## src/rtl/instr_fetch_if.sv

```systemverilog
// Fetch-stage bus bundle: ROM request/response, redirect, and the
// valid/ready instruction stream towards decode.
interface instr_fetch_if #(
  parameter int ADDR_W = 16
);
  logic [ADDR_W-1:0] romAddr_Out;
  logic              romAddrValid_Out;
  logic [31:0]       romInstr_In;
  logic              romInstrValid_In;
  logic              redirect_In;
  logic [31:0]       redirectPc_In;
  logic [31:0]       instr_Out;
  logic [31:0]       instrPc_Out;
  logic              instrValid_Out;
  logic              instrReady_In;

  // Fetch stage side.
  modport master (
    output romAddr_Out, romAddrValid_Out,
    output instr_Out, instrPc_Out, instrValid_Out,
    input  romInstr_In, romInstrValid_In,
    input  redirect_In, redirectPc_In,
    input  instrReady_In
  );

  // ROM / decode / branch-unit side.
  modport slave (
    input  romAddr_Out, romAddrValid_Out,
    input  instr_Out, instrPc_Out, instrValid_Out,
    output romInstr_In, romInstrValid_In,
    output redirect_In, redirectPc_In,
    output instrReady_In
  );
endinterface

```

## src/rtl/instr_fetch.sv

```systemverilog
// Instruction fetch stage in front of a fixed 1-cycle-latency ROM.
// One read per cycle from the PC; responses land in a small {pc, instr}
// FIFO that feeds decode over valid/ready. Requests are only issued when a
// FIFO slot is guaranteed for the response (credit = count + in-flight),
// because the ROM cannot be stalled. A redirect flushes everything younger.
// BUF_DEPTH must be >= 2; RESET_PC must be word aligned.
module instr_fetch #(
  parameter logic [31:0] RESET_PC  = 32'h0,
  parameter int          ADDR_W    = 16,
  parameter int          BUF_DEPTH = 2
) (
  input  logic          clk,
  input  logic          rst,
  instr_fetch_if.master bus
);

  localparam int PTR_W = (BUF_DEPTH > 1) ? $clog2(BUF_DEPTH) : 1;
  localparam int CNT_W = $clog2(BUF_DEPTH + 1);
  localparam logic [CNT_W:0]   DEPTH_C = (CNT_W + 1)'(BUF_DEPTH);
  localparam logic [CNT_W-1:0] FULL_C  = CNT_W'(BUF_DEPTH);
  localparam logic [PTR_W-1:0] LAST_C  = PTR_W'(BUF_DEPTH - 1);

  // Control state (reset)
  logic [31:0]      pc_q, pc_d;
  logic             req_pending_q, req_pending_d;
  logic [CNT_W-1:0] count_q, count_d;
  logic [PTR_W-1:0] rd_ptr_q, rd_ptr_d;
  logic [PTR_W-1:0] wr_ptr_q, wr_ptr_d;

  // Data state (no reset)
  logic [31:0]      req_pc_q;
  logic [31:0]      pc_mem_q    [BUF_DEPTH];
  logic [31:0]      instr_mem_q [BUF_DEPTH];

  logic             head_vld;
  logic             pop;
  logic             push;
  logic             issue;
  logic [CNT_W:0]   occupancy;
  logic             unused_redirect_lsbs;

  // Circular pointer advance that also works for non-power-of-two depths.
  function automatic logic [PTR_W-1:0] ptr_inc(input logic [PTR_W-1:0] p);
    return (p == LAST_C) ? '0 : p + PTR_W'(1);
  endfunction

  assign unused_redirect_lsbs = ^bus.redirectPc_In[1:0];

  // ---- Stage 0: request issue (address is combinational from pc_q) ----
  assign head_vld  = ~rst & ~bus.redirect_In & (count_q != '0);
  assign pop       = head_vld & bus.instrReady_In;
  // Slots that will be occupied after this cycle if nothing new is issued.
  assign occupancy = {1'b0, count_q}
                   + {{CNT_W{1'b0}}, req_pending_q}
                   - {{CNT_W{1'b0}}, pop};
  assign issue     = ~rst & ~bus.redirect_In & (occupancy < DEPTH_C);

  assign bus.romAddr_Out      = pc_q[ADDR_W-1:0];
  assign bus.romAddrValid_Out = issue;

  // ---- Stage 1: ROM response capture into the FIFO ----
  // A response only counts if we actually asked for it last cycle and no
  // flush is happening now.
  assign push = ~rst & bus.romInstrValid_In & req_pending_q & ~bus.redirect_In;

  // ---- Stage 2: FIFO head presented to decode ----
  assign bus.instrValid_Out = head_vld;
  assign bus.instr_Out      = head_vld ? instr_mem_q[rd_ptr_q] : '0;
  assign bus.instrPc_Out    = head_vld ? pc_mem_q[rd_ptr_q]    : '0;

  // Next-state for PC, in-flight flag and FIFO bookkeeping.
  always_comb begin
    pc_d          = pc_q;
    req_pending_d = issue;
    count_d       = count_q;
    rd_ptr_d      = rd_ptr_q;
    wr_ptr_d      = wr_ptr_q;
    if (bus.redirect_In) begin
      pc_d     = {bus.redirectPc_In[31:2], 2'b00};
      count_d  = '0;
      rd_ptr_d = '0;
      wr_ptr_d = '0;
    end else begin
      if (issue) begin
        pc_d = pc_q + 32'd4;
      end
      if (push) begin
        wr_ptr_d = ptr_inc(wr_ptr_q);
      end
      if (pop) begin
        rd_ptr_d = ptr_inc(rd_ptr_q);
      end
      count_d = count_q + CNT_W'(push) - CNT_W'(pop);
    end
  end

  // Control registers; reset wins over redirect.
  always_ff @(posedge clk) begin
    if (rst) begin
      pc_q          <= RESET_PC;
      req_pending_q <= 1'b0;
      count_q       <= '0;
      rd_ptr_q      <= '0;
      wr_ptr_q      <= '0;
    end else begin
      pc_q          <= pc_d;
      req_pending_q <= req_pending_d;
      count_q       <= count_d;
      rd_ptr_q      <= rd_ptr_d;
      wr_ptr_q      <= wr_ptr_d;
    end
  end

  // Remember which PC the outstanding ROM read belongs to.
  always_ff @(posedge clk) begin
    if (issue) begin
      req_pc_q <= pc_q;
    end
  end

  // FIFO storage write of {pc, instr}.
  always_ff @(posedge clk) begin
    if (push) begin
      pc_mem_q[wr_ptr_q]    <= req_pc_q;
      instr_mem_q[wr_ptr_q] <= bus.romInstr_In;
    end
  end

  // Credit accounting must never let a ROM response land in a full buffer.
  assert property (@(posedge clk) disable iff (rst) !(push && (count_q == FULL_C)));

endmodule

```

## src/flat_wrapper.sv

```systemverilog
// flat-port wrapper written by rule: the top's interface ports become plain ports
module instr_fetch_flat 
#(
  parameter logic [31:0] RESET_PC  = 32'h0,
  parameter int          ADDR_W    = 16,
  parameter int          BUF_DEPTH = 2
)
  (clk, rst, bus_romAddr_Out, bus_romAddrValid_Out, bus_instr_Out, bus_instrPc_Out, bus_instrValid_Out, bus_romInstr_In, bus_romInstrValid_In, bus_redirect_In, bus_redirectPc_In, bus_instrReady_In);
  instr_fetch_if #(.ADDR_W(ADDR_W)) bus_i ();
  input  logic clk;
  input  logic rst;
  output wire logic [$bits(bus_i.romAddr_Out)-1:0] bus_romAddr_Out;
  output wire logic [$bits(bus_i.romAddrValid_Out)-1:0] bus_romAddrValid_Out;
  output wire logic [$bits(bus_i.instr_Out)-1:0] bus_instr_Out;
  output wire logic [$bits(bus_i.instrPc_Out)-1:0] bus_instrPc_Out;
  output wire logic [$bits(bus_i.instrValid_Out)-1:0] bus_instrValid_Out;
  input wire logic [$bits(bus_i.romInstr_In)-1:0] bus_romInstr_In;
  input wire logic [$bits(bus_i.romInstrValid_In)-1:0] bus_romInstrValid_In;
  input wire logic [$bits(bus_i.redirect_In)-1:0] bus_redirect_In;
  input wire logic [$bits(bus_i.redirectPc_In)-1:0] bus_redirectPc_In;
  input wire logic [$bits(bus_i.instrReady_In)-1:0] bus_instrReady_In;
  assign bus_romAddr_Out = bus_i.romAddr_Out;
  assign bus_romAddrValid_Out = bus_i.romAddrValid_Out;
  assign bus_instr_Out = bus_i.instr_Out;
  assign bus_instrPc_Out = bus_i.instrPc_Out;
  assign bus_instrValid_Out = bus_i.instrValid_Out;
  assign bus_i.romInstr_In = bus_romInstr_In;
  assign bus_i.romInstrValid_In = bus_romInstrValid_In;
  assign bus_i.redirect_In = bus_redirect_In;
  assign bus_i.redirectPc_In = bus_redirectPc_In;
  assign bus_i.instrReady_In = bus_instrReady_In;
  instr_fetch #(.RESET_PC(RESET_PC), .ADDR_W(ADDR_W), .BUF_DEPTH(BUF_DEPTH)) u_core (.clk(clk), .rst(rst), .bus(bus_i));
endmodule
```

## config.mk

```make
export PLATFORM = sky130hd
export DESIGN_NAME = instr_fetch_flat
export DESIGN_NICKNAME = d
export VERILOG_FILES = /design/src/rtl/instr_fetch_if.sv /design/src/rtl/instr_fetch.sv /design/src/flat_wrapper.sv
export SDC_FILE = /design/constraint.sdc
export NUM_CORES = 1
export LEC_CHECK = 0
export BUFFER_PORTS_ARGS = -buffer_cell sky130_fd_sc_hd__buf_4
export CAP_MARGIN = 20
export CORE_MARGIN = 2
export CORE_UTILIZATION = 50
export CTS_CLUSTER_DIAMETER = 200
export CTS_CLUSTER_SIZE = 14
export DETAILED_ROUTE_END_ITERATION = 10
export GPL_TIMING_DRIVEN = 0
export HOLD_SLACK_MARGIN = 0.15
export PLACE_DENSITY = 0.76
export SLEW_MARGIN = 5
export SYNTH_ARGS = -nofsm -noshare
export SYNTH_HDL_FRONTEND = slang
export SYNTH_SLANG_ARGS = --single-unit
```

## constraint.sdc

```tcl
create_clock -name clk -period 4.4 [get_ports clk]
set_input_delay 0.66 -clock clk [delete_from_list [all_inputs] [get_ports clk]]
set_output_delay 0.66 -clock clk [all_outputs]
set_load 0.05 [all_outputs]
```

==> results.cfg <==
[global_routing]
antenna_found_initial = 0
grt_pass1_wl_um = 26100
grt_max_degree = 63
grtUsageTotal_pct = 20.6
first_global_vias = 5155
grt_overflow = 0

[power_and_ir_drop]
vdd_drop_max_mv = 0.287
p_sw_mw = 0.810
pwr-share-comb_pct = 5.8
p_int_mw = 3.03
switching_share_pct = 21.1
seqPwrFrac_pct = 52.7
p_leak_nw = 3.49
p_clk_share_pct = 41.5
power_density_nw_per_um2 = 391

[layout]
layout-drive-gt1-share_pct = 28.1
insertedDiodeCount = 0
final_cell_mix = buf_4 (161), edfxtp_1 (154), nor2_1 (76), mux2i_1 (63), dfxtp_1 (36)
fin_util_pct = 64.5
final_nets = 816
final_common_cell = buf_4
areaGrowthSynthToFinish_pct = 25.9

[clock_tree]
cts_tree = built
cts_setup_buffers = 0
clock_latency_ns = 0.43
numCtsBuffers = 17
h-tree-depth = 4
root_buffer = clkbuf_16
clk_pin_slew_ns = 0.06
clockBufferDepth = 2
clock_sinks = 190

[detailed_routing]
via_per_inst = 5.60
first_iter_violations = 494
wire_per_inst_um = 18.0
dr.pass1.iters = 6
num_vias = 5293
ant_nets = 0
drc_errors = 0
drt-total-wl_um = 17000

[synthesis]
yosys_warnings = 0
synth_area_per_cell_um2 = 13.5
ys_types = 51
netlist_area_um2 = 7790
async_flop_share_pct = 0
synth-seq-cells = 190
synth_edf_count = 154
ys_seq_area_share_pct = 68.6
ys.flop_type = edfxtp_1
syn_inst = 578

[floorplanning]
rows = 45
core-area_um2 = 15200
die_y_um = 129
die_area_um2 = 16600
start_util_pct = 51.3
io_pins = 151
die_w_um = 129

[setup_path]
endpoint_kind = output port
cp_max_fo = 40
startpoint_type = primary input
critical_path_class = primary input to output port
crit_arrival_ns = 3.47
crit_required_ns = 3.74

[sta]
rsz0062_at_grt = false
finalWorstSetupSlack_ns = 0.266
finalHoldViolCount = 0
finalCritPeriodShare_pct = 93.9
finClkSkew_ns = 0.00746
worst_pin_slew_ns = 0.853
post-route-min-period_ns = 4.13
max_freq_mhz = 242
whs_ns = 0.414
timing.final.setup_violations = 0
fin_setup_tns_ns = 0
slew_headroom_pct = 43.1
drv_slew = 0

[placement]
preCtsSetupSlack_ns = -0.889
place_hpwl_um = 11700
io_buffers = 143
gp_congestion = 0.859

[status]
run_status = completed

[flow_run]
max-cap-violations = 0

[hold_path]
hold_path_class = primary input to register
final timing paths:
kind,startpoint,to,slack [ns],cells past startpoint
worst min-delay path,bus_romInstr_In[3],u_core.instr_mem_q[1][3]$_DFFE_PP_,0.41,1
worst max register to register,u_core.count_q[1]$_SDFF_PN0_,u_core.pc_q[11]$_SDFFE_PP0P_,0.88,12
worst max-delay path,rst,bus_romAddrValid_Out,0.27,13
worst min register to register,u_core.req_pc_q[23]$_DFFE_PP_,u_core.pc_mem_q[1][23]$_DFFE_PP_,0.45,0
sequential cells by signal, indices dropped and copies added, names as in the netlist, named ones only:
| register | flops |
|---|---|
| u_core.count_q | 2 |
| u_core.instr_mem_q | 64 |
| u_core.pc_mem_q | 60 |
| u_core.pc_q | 30 |
| u_core.rd_ptr_q | 1 |
| u_core.req_pc_q | 30 |
| u_core.req_pending_q | 1 |
| u_core.wr_ptr_q | 1 |
metrics by stage:
stage	area, um2	total power [mW]	cells
CTS	9800	3.86	945
global placement	9120	2.27	912
floorplan	7810	2.17	581
detailed placement	9170	2.28	914
finish	9810	3.84	945
global route	9810	3.95	945
power groups by stage:
stage / Clock [mW] / Sequential (mW) / Combinational (mW)
3_3_place_gp: 0 / 2.06 / 0.210
5_1_grt: 1.69 / 2.03 / 0.238
4_1_cts: 1.61 / 2.02 / 0.221
2_1_floorplan: 0 / 2.05 / 0.126
3_5_place_dp: 0 / 2.06 / 0.219
6_report: 1.59 / 2.02 / 0.223
cell usage after synthesis (2+ instances only):
library cell | instances | area (um2)
a31oi_1 | 7 | 43.8
buf_2 | 3 | 15.0
nor2b_1 | 2 | 12.5
o22ai_1 | 8 | 50.1
nand3_1 | 11 | 55.1
clkbuf_1 | 21 | 78.8
edfxtp_1 | 154 | 4620
a21oi_1 | 19 | 95.1
or2_2 | 2 | 12.5
a22oi_1 | 4 | 30.0
o21ai_0 | 15 | 75.1
mux2i_1 | 63 | 631
or3_1 | 2 | 12.5
nand4_1 | 6 | 37.5
and2_1 | 7 | 43.8
xnor2_1 | 10 | 87.6
buf_4 | 18 | 135
a222oi_1 | 3 | 30.0
xor2_1 | 3 | 26.3
and2_0 | 2 | 12.5
nor4_2 | 2 | 25.0
o31a_1 | 4 | 35.0
buf_1 | 6 | 22.5
inv_1 | 11 | 41.3
mux2_2 | 3 | 33.8
dfxtp_1 | 36 | 721
or4_1 | 4 | 30.0
a32oi_1 | 3 | 26.3
o211ai_1 | 3 | 22.5
o311ai_0 | 2 | 17.5
and3_1 | 6 | 37.5
nor4_1 | 5 | 31.3
ha_1 | 2 | 25.0
nand2_1 | 28 | 105
nor2_1 | 76 | 285
nor3_1 | 12 | 60.1
metal layers:
layer,track usage (%),up-vias,part of all wire (%)
met5,0,-,0
met4,7.61,0,2.0
met3,5.32,33,8.1
met2,35.2,230,50
met1,25.5,2565,40
li1,-,2465,-
cells by family (layout without fill, tap and decap cells):
kind of cell             after synthesis  in the layout  synth area share (%)
buffers and inverters                 59            235                  3.76
multiplexers                          66             66                  8.53
XOR/XNOR                              13             13                  1.46
AND/OR/NAND/NOR                      171            171                  10.8
adder cells (fa/ha/maj)                3              3                 0.578
flip-flops                           190            190                  68.6
AO/OA/AOI/OAI                         75             75                  6.21
other                                  1              4                0.0481
area by class of cell:
cell class,instances,area (um2)
Fill cell,1168,5390
Sequential cell,190,5350
Multi-Input combinational cell,332,2190
Timing Repair Buffer,145,1120
Clock buffer,18,429
Buffer,47,259
Tap cell,188,235
Clock inverter,14,188
Inverter,11,45.0
repair_timing:
action                     CTS  global route
hold buffers                 0             0
setup endpoints to repair    9             1
gates resized for setup      4             2
pin swaps                    0             0
worst max-delay path, stage by stage:
cell and delay (ns):
buf_2 0.17, nor2_4 0.19, o21ai_4 0.16, inv_1 0.11, nand2_1 0.14, nor2_1 0.19, o21ai_0 0.15, fa_1 0.39
xnor2_1 0.21, nand3_1 0.21, clkinvlp_4 0.27, buf_8 0.33, buf_4 0.26
(Power assumes the default switching activity.)
